## config.mk

```make
export PLATFORM = sky130hd
export DESIGN_NAME = xilinx_clock_bringup_ctrl
export DESIGN_NICKNAME = d
export VERILOG_FILES = /design/src/rtl/xilinx_clock_bringup_ctrl.sv
export SDC_FILE = /design/constraint.sdc
export NUM_CORES = 1
export LEC_CHECK = 0
export BUFFER_PORTS_ARGS = -buffer_cell sky130_fd_sc_hd__buf_4
export CAP_MARGIN = 20
export CORE_MARGIN = 2
export CORE_UTILIZATION = 24
export CTS_CLUSTER_DIAMETER = 80
export DETAILED_ROUTE_END_ITERATION = 16
export PLACE_DENSITY = 0.51
export RECOVER_POWER = 50
export SLEW_MARGIN = 20
export SYNTH_ARGS = -nofsm -noshare
export SYNTH_HDL_FRONTEND = slang
export SYNTH_SLANG_ARGS = --single-unit
```

## constraint.sdc

```tcl
create_clock -name clk -period 2.6 [get_ports clk]
set_input_delay 0.13 -clock clk [delete_from_list [all_inputs] [get_ports clk]]
set_output_delay 0.13 -clock clk [all_outputs]
set_load 0.005 [all_outputs]
```

## src/rtl/xilinx_clock_bringup_ctrl.sv

```systemverilog
// Clock front-end bring-up sequencer: MMCM reset, lock wait, IDELAYCTRL reset,
// ready wait, stability qualification, then user reset release with bounded retries.
module xilinx_clock_bringup_ctrl #(
    parameter int MMCM_RST_CYCLES   = 16,
    parameter int LOCK_TIMEOUT      = 65535,
    parameter int IDELAY_RST_CYCLES = 12,
    parameter int RDY_TIMEOUT       = 4095,
    parameter int STABLE_CYCLES     = 64,
    parameter int MAX_RETRY         = 3
) (
    input  logic       clk,
    input  logic       rst,
    input  logic       enable,
    input  logic       mmcm_locked,
    input  logic       idelayctrl_ready,
    output logic       mmcm_rst,
    output logic       idelayctrl_rst,
    output logic       user_rst,
    output logic       done,
    output logic       fail,
    output logic [3:0] retry_cnt,
    output logic [2:0] state
);

    function automatic int max2(input int a, input int b);
        return (a > b) ? a : b;
    endfunction

    localparam int P_MAX = max2(max2(max2(MMCM_RST_CYCLES, LOCK_TIMEOUT),
                                     max2(IDELAY_RST_CYCLES, RDY_TIMEOUT)),
                                max2(STABLE_CYCLES, MAX_RETRY));
    localparam int CW = $clog2(P_MAX) + 1;

    localparam logic [2:0] S_IDLE      = 3'd0;
    localparam logic [2:0] S_MMCM_RST  = 3'd1;
    localparam logic [2:0] S_WAIT_LOCK = 3'd2;
    localparam logic [2:0] S_IDLY_RST  = 3'd3;
    localparam logic [2:0] S_WAIT_RDY  = 3'd4;
    localparam logic [2:0] S_STABLE    = 3'd5;
    localparam logic [2:0] S_RUN       = 3'd6;
    localparam logic [2:0] S_FAIL      = 3'd7;

    logic          r_lock_meta, r_lock_s;
    logic          r_rdy_meta, r_rdy_s;
    logic [2:0]    r_state;
    logic [CW-1:0] r_cnt;
    logic [3:0]    r_retry;
    logic          r_mmcm_rst, r_idly_rst, r_user_rst, r_done, r_fail;

    logic [2:0]    w_next_state;
    logic [3:0]    w_next_retry;
    logic          w_fail_path;
    logic          w_mmcm_rst_next, w_idly_rst_next, w_user_rst_next;
    logic          w_done_next, w_fail_next;

    // Two-flop synchronizers for the asynchronous status inputs.
    always_ff @(posedge clk or posedge rst) begin
        if (rst) begin
            r_lock_meta <= 1'b0;
            r_lock_s    <= 1'b0;
            r_rdy_meta  <= 1'b0;
            r_rdy_s     <= 1'b0;
        end else begin
            r_lock_meta <= mmcm_locked;
            r_lock_s    <= r_lock_meta;
            r_rdy_meta  <= idelayctrl_ready;
            r_rdy_s     <= r_rdy_meta;
        end
    end

    always_ff @(posedge clk or posedge rst) begin
        if (rst) begin
            r_state    <= S_IDLE;
            r_cnt      <= '0;
            r_retry    <= '0;
            r_mmcm_rst <= 1'b1;
            r_idly_rst <= 1'b1;
            r_user_rst <= 1'b1;
            r_done     <= 1'b0;
            r_fail     <= 1'b0;
        end else begin
            r_state    <= w_next_state;
            r_cnt      <= (w_next_state != r_state) ? '0 : r_cnt + CW'(1);
            r_retry    <= w_next_retry;
            r_mmcm_rst <= w_mmcm_rst_next;
            r_idly_rst <= w_idly_rst_next;
            r_user_rst <= w_user_rst_next;
            r_done     <= w_done_next;
            r_fail     <= w_fail_next;
        end
    end

    always_comb begin
        w_next_state = r_state;
        w_next_retry = r_retry;
        w_fail_path  = 1'b0;
        case (r_state)
            S_IDLE:      w_next_state = S_MMCM_RST;
            S_MMCM_RST:  if (r_cnt == CW'(MMCM_RST_CYCLES - 1)) w_next_state = S_WAIT_LOCK;
            S_WAIT_LOCK: begin
                if (r_lock_s)                                w_next_state = S_IDLY_RST;
                else if (r_cnt == CW'(LOCK_TIMEOUT - 1))     w_fail_path  = 1'b1;
            end
            // Ready is expected low while IDELAYCTRL is held in reset; only lock matters.
            S_IDLY_RST: begin
                if (!r_lock_s)                                    w_fail_path  = 1'b1;
                else if (r_cnt == CW'(IDELAY_RST_CYCLES - 1))     w_next_state = S_WAIT_RDY;
            end
            S_WAIT_RDY: begin
                if (!r_lock_s)                               w_fail_path  = 1'b1;
                else if (r_rdy_s)                            w_next_state = S_STABLE;
                else if (r_cnt == CW'(RDY_TIMEOUT - 1))      w_fail_path  = 1'b1;
            end
            S_STABLE: begin
                if (!r_lock_s || !r_rdy_s)                   w_fail_path  = 1'b1;
                else if (r_cnt == CW'(STABLE_CYCLES - 1))    w_next_state = S_RUN;
            end
            S_RUN: begin
                if (!r_lock_s)      w_next_state = S_MMCM_RST;
                else if (!r_rdy_s)  w_next_state = S_IDLY_RST;
            end
            S_FAIL:  w_next_state = S_FAIL;
            default: w_next_state = S_IDLE;
        endcase

        if (w_fail_path) begin
            if (r_retry == 4'(MAX_RETRY - 1)) begin
                w_next_state = S_FAIL;
            end else begin
                w_next_state = S_MMCM_RST;
                w_next_retry = r_retry + 4'd1;
            end
        end

        if (w_next_state == S_RUN) w_next_retry = '0;

        // Dropping enable overrides every other transition.
        if (!enable) begin
            w_next_state = S_IDLE;
            w_next_retry = '0;
        end
    end

    // Outputs are decoded from the next state so they move on the same edge as the state.
    always_comb begin
        w_mmcm_rst_next = (w_next_state == S_IDLE) || (w_next_state == S_MMCM_RST) ||
                          (w_next_state == S_FAIL);
        w_idly_rst_next = (w_next_state == S_IDLE) || (w_next_state == S_MMCM_RST) ||
                          (w_next_state == S_WAIT_LOCK) || (w_next_state == S_IDLY_RST) ||
                          (w_next_state == S_FAIL);
        w_user_rst_next = (w_next_state != S_RUN);
        w_done_next     = (w_next_state == S_RUN);
        w_fail_next     = (w_next_state == S_FAIL);
    end

    assign mmcm_rst       = r_mmcm_rst;
    assign idelayctrl_rst = r_idly_rst;
    assign user_rst       = r_user_rst;
    assign done           = r_done;
    assign fail           = r_fail;
    assign retry_cnt      = r_retry;
    assign state          = r_state;

endmodule
```

==> impl_summary.md <==
Outcome
The flow ran to the end, but the final reports show violations. The final reports fail on setup timing.

GRT
The via count of the first global-routing pass is 1587. Entering global routing, the biggest net connects 34 pins. The final global-route overflow total is 0. The first global-routing pass estimated 7741 um of wire. For met3 alone, demand over resource in global routing was 0.02428. The met2 routing resource usage after global routing is 0.1759.

The met1 demand-to-capacity share in global routing is 0.1400. The overall track demand over capacity in global routing is 0.1096. The number of antenna violations at the first check in global routing is 0.

met2 is the most crowded layer.

Floorplan
The vertical die dimension is 96.10 um. The full die area is 9235 um^2. The die is 96.10 um wide.

For this design the top-level I/O count stands at 17. The region available for standard cell placement spans 8217 um^2. The initial core utilization is 0.2478. In this run the core area contains 33 standard-cell rows.

STA
The final-report hold violation count came to 0. The accumulated negative setup slack is -0.1015 ns. The setup violation total in the final timing report is 5.

Dividing the final minimum period by the clock period gives 1.011. On the final layout, the worst clock skew is 0.002489 ns. Setup repair after global routing could not meet its margin everywhere. Timing would allow up to 380.5 MHz. The worst path setup slack after routing is -0.02798 ns.

The worst pin sits at a relative slew slack of 0.4371. The hold slack is 0.1458 ns. The final period demand of the worst path is 2.628 ns.

The final number of max-transition violations came to 0. The actual slew at the worst max-slew pin is 0.8444 ns.

Synth
The count of warnings emitted by yosys is 0. The cell type with the largest total area after synthesis is dfrtp_1. The most instantiated flip-flop cell in the synthesis netlist is dfrtp_1.

The synthesized net count is 197. The count of different cell masters after synthesis is 65. For this run, the register share of the synthesized area comes to 0.4075.

The post-synthesis cell area is 2036 um^2. The average footprint of a synthesized cell is 10.83 um^2. Synthesis inferred 33 register bits. The portion of synthesized cell area occupied by the leading cell type is 0.3688.

The count of mapped cells out of synthesis is 188. The synthesized design contains 0 enable-type register cells. Sorting the synthesized cells by area gives the leading types as dfrtp_1 (37%), nor4_2 (6.8%), xor2_1 (4.3%).

The share of async-settable or async-resettable flops after synthesis is 1.000.

Run
The reported max-cap violation count is 0.

CTS
The H-tree was split into 2 levels. The worst-case clock buffer depth is 2. TritonCTS built the clock tree. Clock tree synthesis selected as its root buffer the cell clkbuf_8. Clock-pin slew was measured on the worst setup and hold paths at 0.07 ns. The insertion delay of the later-clocked pin in the worst-skew pair is 0.29 ns. The number of buffers added by the clock tree synthesis step is 5. The clock drives 33 sinks.

Routing
The remaining routing DRC violations is 0. The number of DRC markers after the initial detailed-route iteration is 61. The count of nets left with antenna violations once routing finished came out at 0.

Before antenna repair, the detailed router went through 4 iterations. The number of vias in the routed layout is 1601. After detailed routing, the total wire length is 4631 um. In the routed layout, each cell is associated on average with a via count of 4.822.

The per-cell routed wire length is 13.95 um.

Setup path
The critical path goes through or4_4 -> or3_4 -> a211o_1 -> nor4_4 -> or3b_4 -> and3_1. In this run the critical register-to-register path is captured at retry_cnt[0]. In this run the worst path has a maximum fanout of 6. The kind of end point of the critical path is a register. For this design, the slowest cell found on the critical path is or4_4. The arrival time at the worst endpoint is 2.81 ns. The critical path in this run is classified as register to register.

The largest incremental delay on the critical path is 0.55 ns. Setup slack on the worst reg-to-reg path comes out at -0.03 ns. For the worst flop-to-flop path, the logic depth is 6.

For the worst setup path, the data required time is 2.78 ns. In this run the critical register-to-register path is launched from r_cnt[14]. The worst setup path is launched from a register.

Power and ir drop
The power per cell area is 418.0 nW/um^2. The combinational fraction of design power is 0.091. For this design the static power due to leakage is 1.102 nW. The worst-case IR drop observed on VDD is 0.0001645 V. The share of total power dissipated in sequential elements is 0.510. The internal power contribution is 0.8109 mW. Of the total power, the share spent switching nets is 0.2452. The net switching power is 0.2634 mW. The share of total power dissipated in the clock network is 0.399.

Final layout
The number of antenna diodes is 0. In the layout the commonest cells are buf_4 (34), dfrtp_1 (30), nand2_1 (13). Summing all non-filler instances in the final layout gives an area of 2570 um^2. At the end of the flow, the number of nets in the layout was 235. From synthesis to final layout, the design area changed by 26.24%. Once layout is complete, the utilization of the core stands at 0.3128. Of the cells placed in the final design, the portion with a size suffix greater than 1 is 0.3789.

The library cell used most frequently in the layout, excluding fill and tap cells, is buf_4. The number of flip-flops under the largest register name is 17. Ranked by flip-flop count, first place goes to r_cnt. The layout has 842 filler cells.

Min path
The start point of the worst hold path is enable. Along the worst hold path, the cell count comes to 3. The worst hold path terminates at done. The path class of the tightest hold or removal check is input port to register.

Placement
Routability-driven placement finished with a final weighted congestion of 0.7601. The count of buffers inserted at the top-level ports is 16. Summing all placed instances gives a cell area of 2402 um^2.

The pre-CTS setup slack is -0.005355 ns. Detailed placement finished with a half-perimeter wire length of 3299 um.
==> metal layers <==
metal  share of wire  routed length, um
met2            0.48               2210
met4           0.020                 91
met3           0.029                133
met1            0.47               2195
met5               0                  0
==> synthesized netlist by cell type (all sizes together) (2+ instances only) <==
| cell type | count |
|---|---|
| a21oi | 3 |
| inv | 8 |
| nand2 | 14 |
| or3 | 3 |
| nor3b | 2 |
| mux2i | 2 |
| clkbuf | 2 |
| a221oi | 3 |
| buf | 9 |
| dfstp | 3 |
| a211oi | 3 |
| xnor2 | 9 |
| xor2 | 10 |
| or4 | 2 |
| and3 | 7 |
| ha | 4 |
| nor4 | 20 |
| nand3 | 7 |
| and4 | 5 |
| nor2 | 7 |
| and2 | 4 |
| or2 | 2 |
| nand4 | 4 |
| dfrtp | 30 |
==> how the worst max path moves through the flow <==
stage	to	slack, ns	from
2_1_floorplan	r_cnt[10]	0.004	r_cnt[13]
3_3_place_gp	user_rst	0.05	r_cnt[9]
3_5_place_dp	r_cnt[3]	-0.005	r_cnt[13]
4_1_cts	r_cnt[2]	-0.01	r_cnt[9]
5_1_grt	retry_cnt[1]	-0.08	r_cnt[8]
6_report	retry_cnt[0]	-0.03	r_cnt[14]
==> logic make-up after synthesis <==
| kind of cell | synth area share |
|---|---|
| adders and majority gates | 0.02459 |
| xor gates and xnor gates | 0.08543 |
| muxes | 0.009834 |
| AOI/OAI and AO/OA | 0.1100 |
| and+or+nand+nor | 0.3073 |
| buffers and inverters | 0.05531 |
| DFF | 0.4075 |
==> stage by stage <==
step / cells / total power [mW]
6_report: 332 / 1.074
3_3_place_gp: 319 / 0.6479
2_1_floorplan: 188 / 0.6246
3_5_place_dp: 319 / 0.6473
5_1_grt: 332 / 1.122
4_1_cts: 330 / 1.087
==> layout make-up <==
class / instances / area (um^2) / share of cell area
Tap cell: 105 / 131.4 / 0.05112
Multi-Input combinational cell: 135 / 1125 / 0.4377
Timing Repair Buffer: 43 / 352.8 / 0.1373
Inverter: 8 / 30.03 / 0.01168
Sequential cell: 33 / 829.5 / 0.3228
Clock inverter: 1 / 5.005 / 0.001947
Clock buffer: 7 / 96.34 / 0.03749
==> repair_timing <==
action | 4_1_cts | 5_1_grt
gates cloned | 0 | 0
endpoints found under the hold margin | 32 | 0
buffers inserted | 0 | 2
gates resized for setup | 0 | 4
hold buffers | 3 | 0
setup endpoints to repair | 2 | 22
pin swaps | 0 | 3
==> worst max-delay path, delay by kind of cell, from the launching register on <==
kind | cells | cell delay (ns)
AO/OA/AOI/OAI | 1 | 0.32
AND/OR/NAND/NOR | 5 | 1.82
flip-flops | 1 | 0.38
==> power by group through the flow <==
stage	Clock, mW	Sequential (mW)	Combinational, mW
finish	0.429	0.548	0.0973
global route	0.461	0.551	0.110
CTS	0.445	0.548	0.0938
detailed placement	0	0.558	0.0897
global placement	0	0.558	0.0900
floorplan	0	0.550	0.0745
Power figures use the tool's default switching activity.
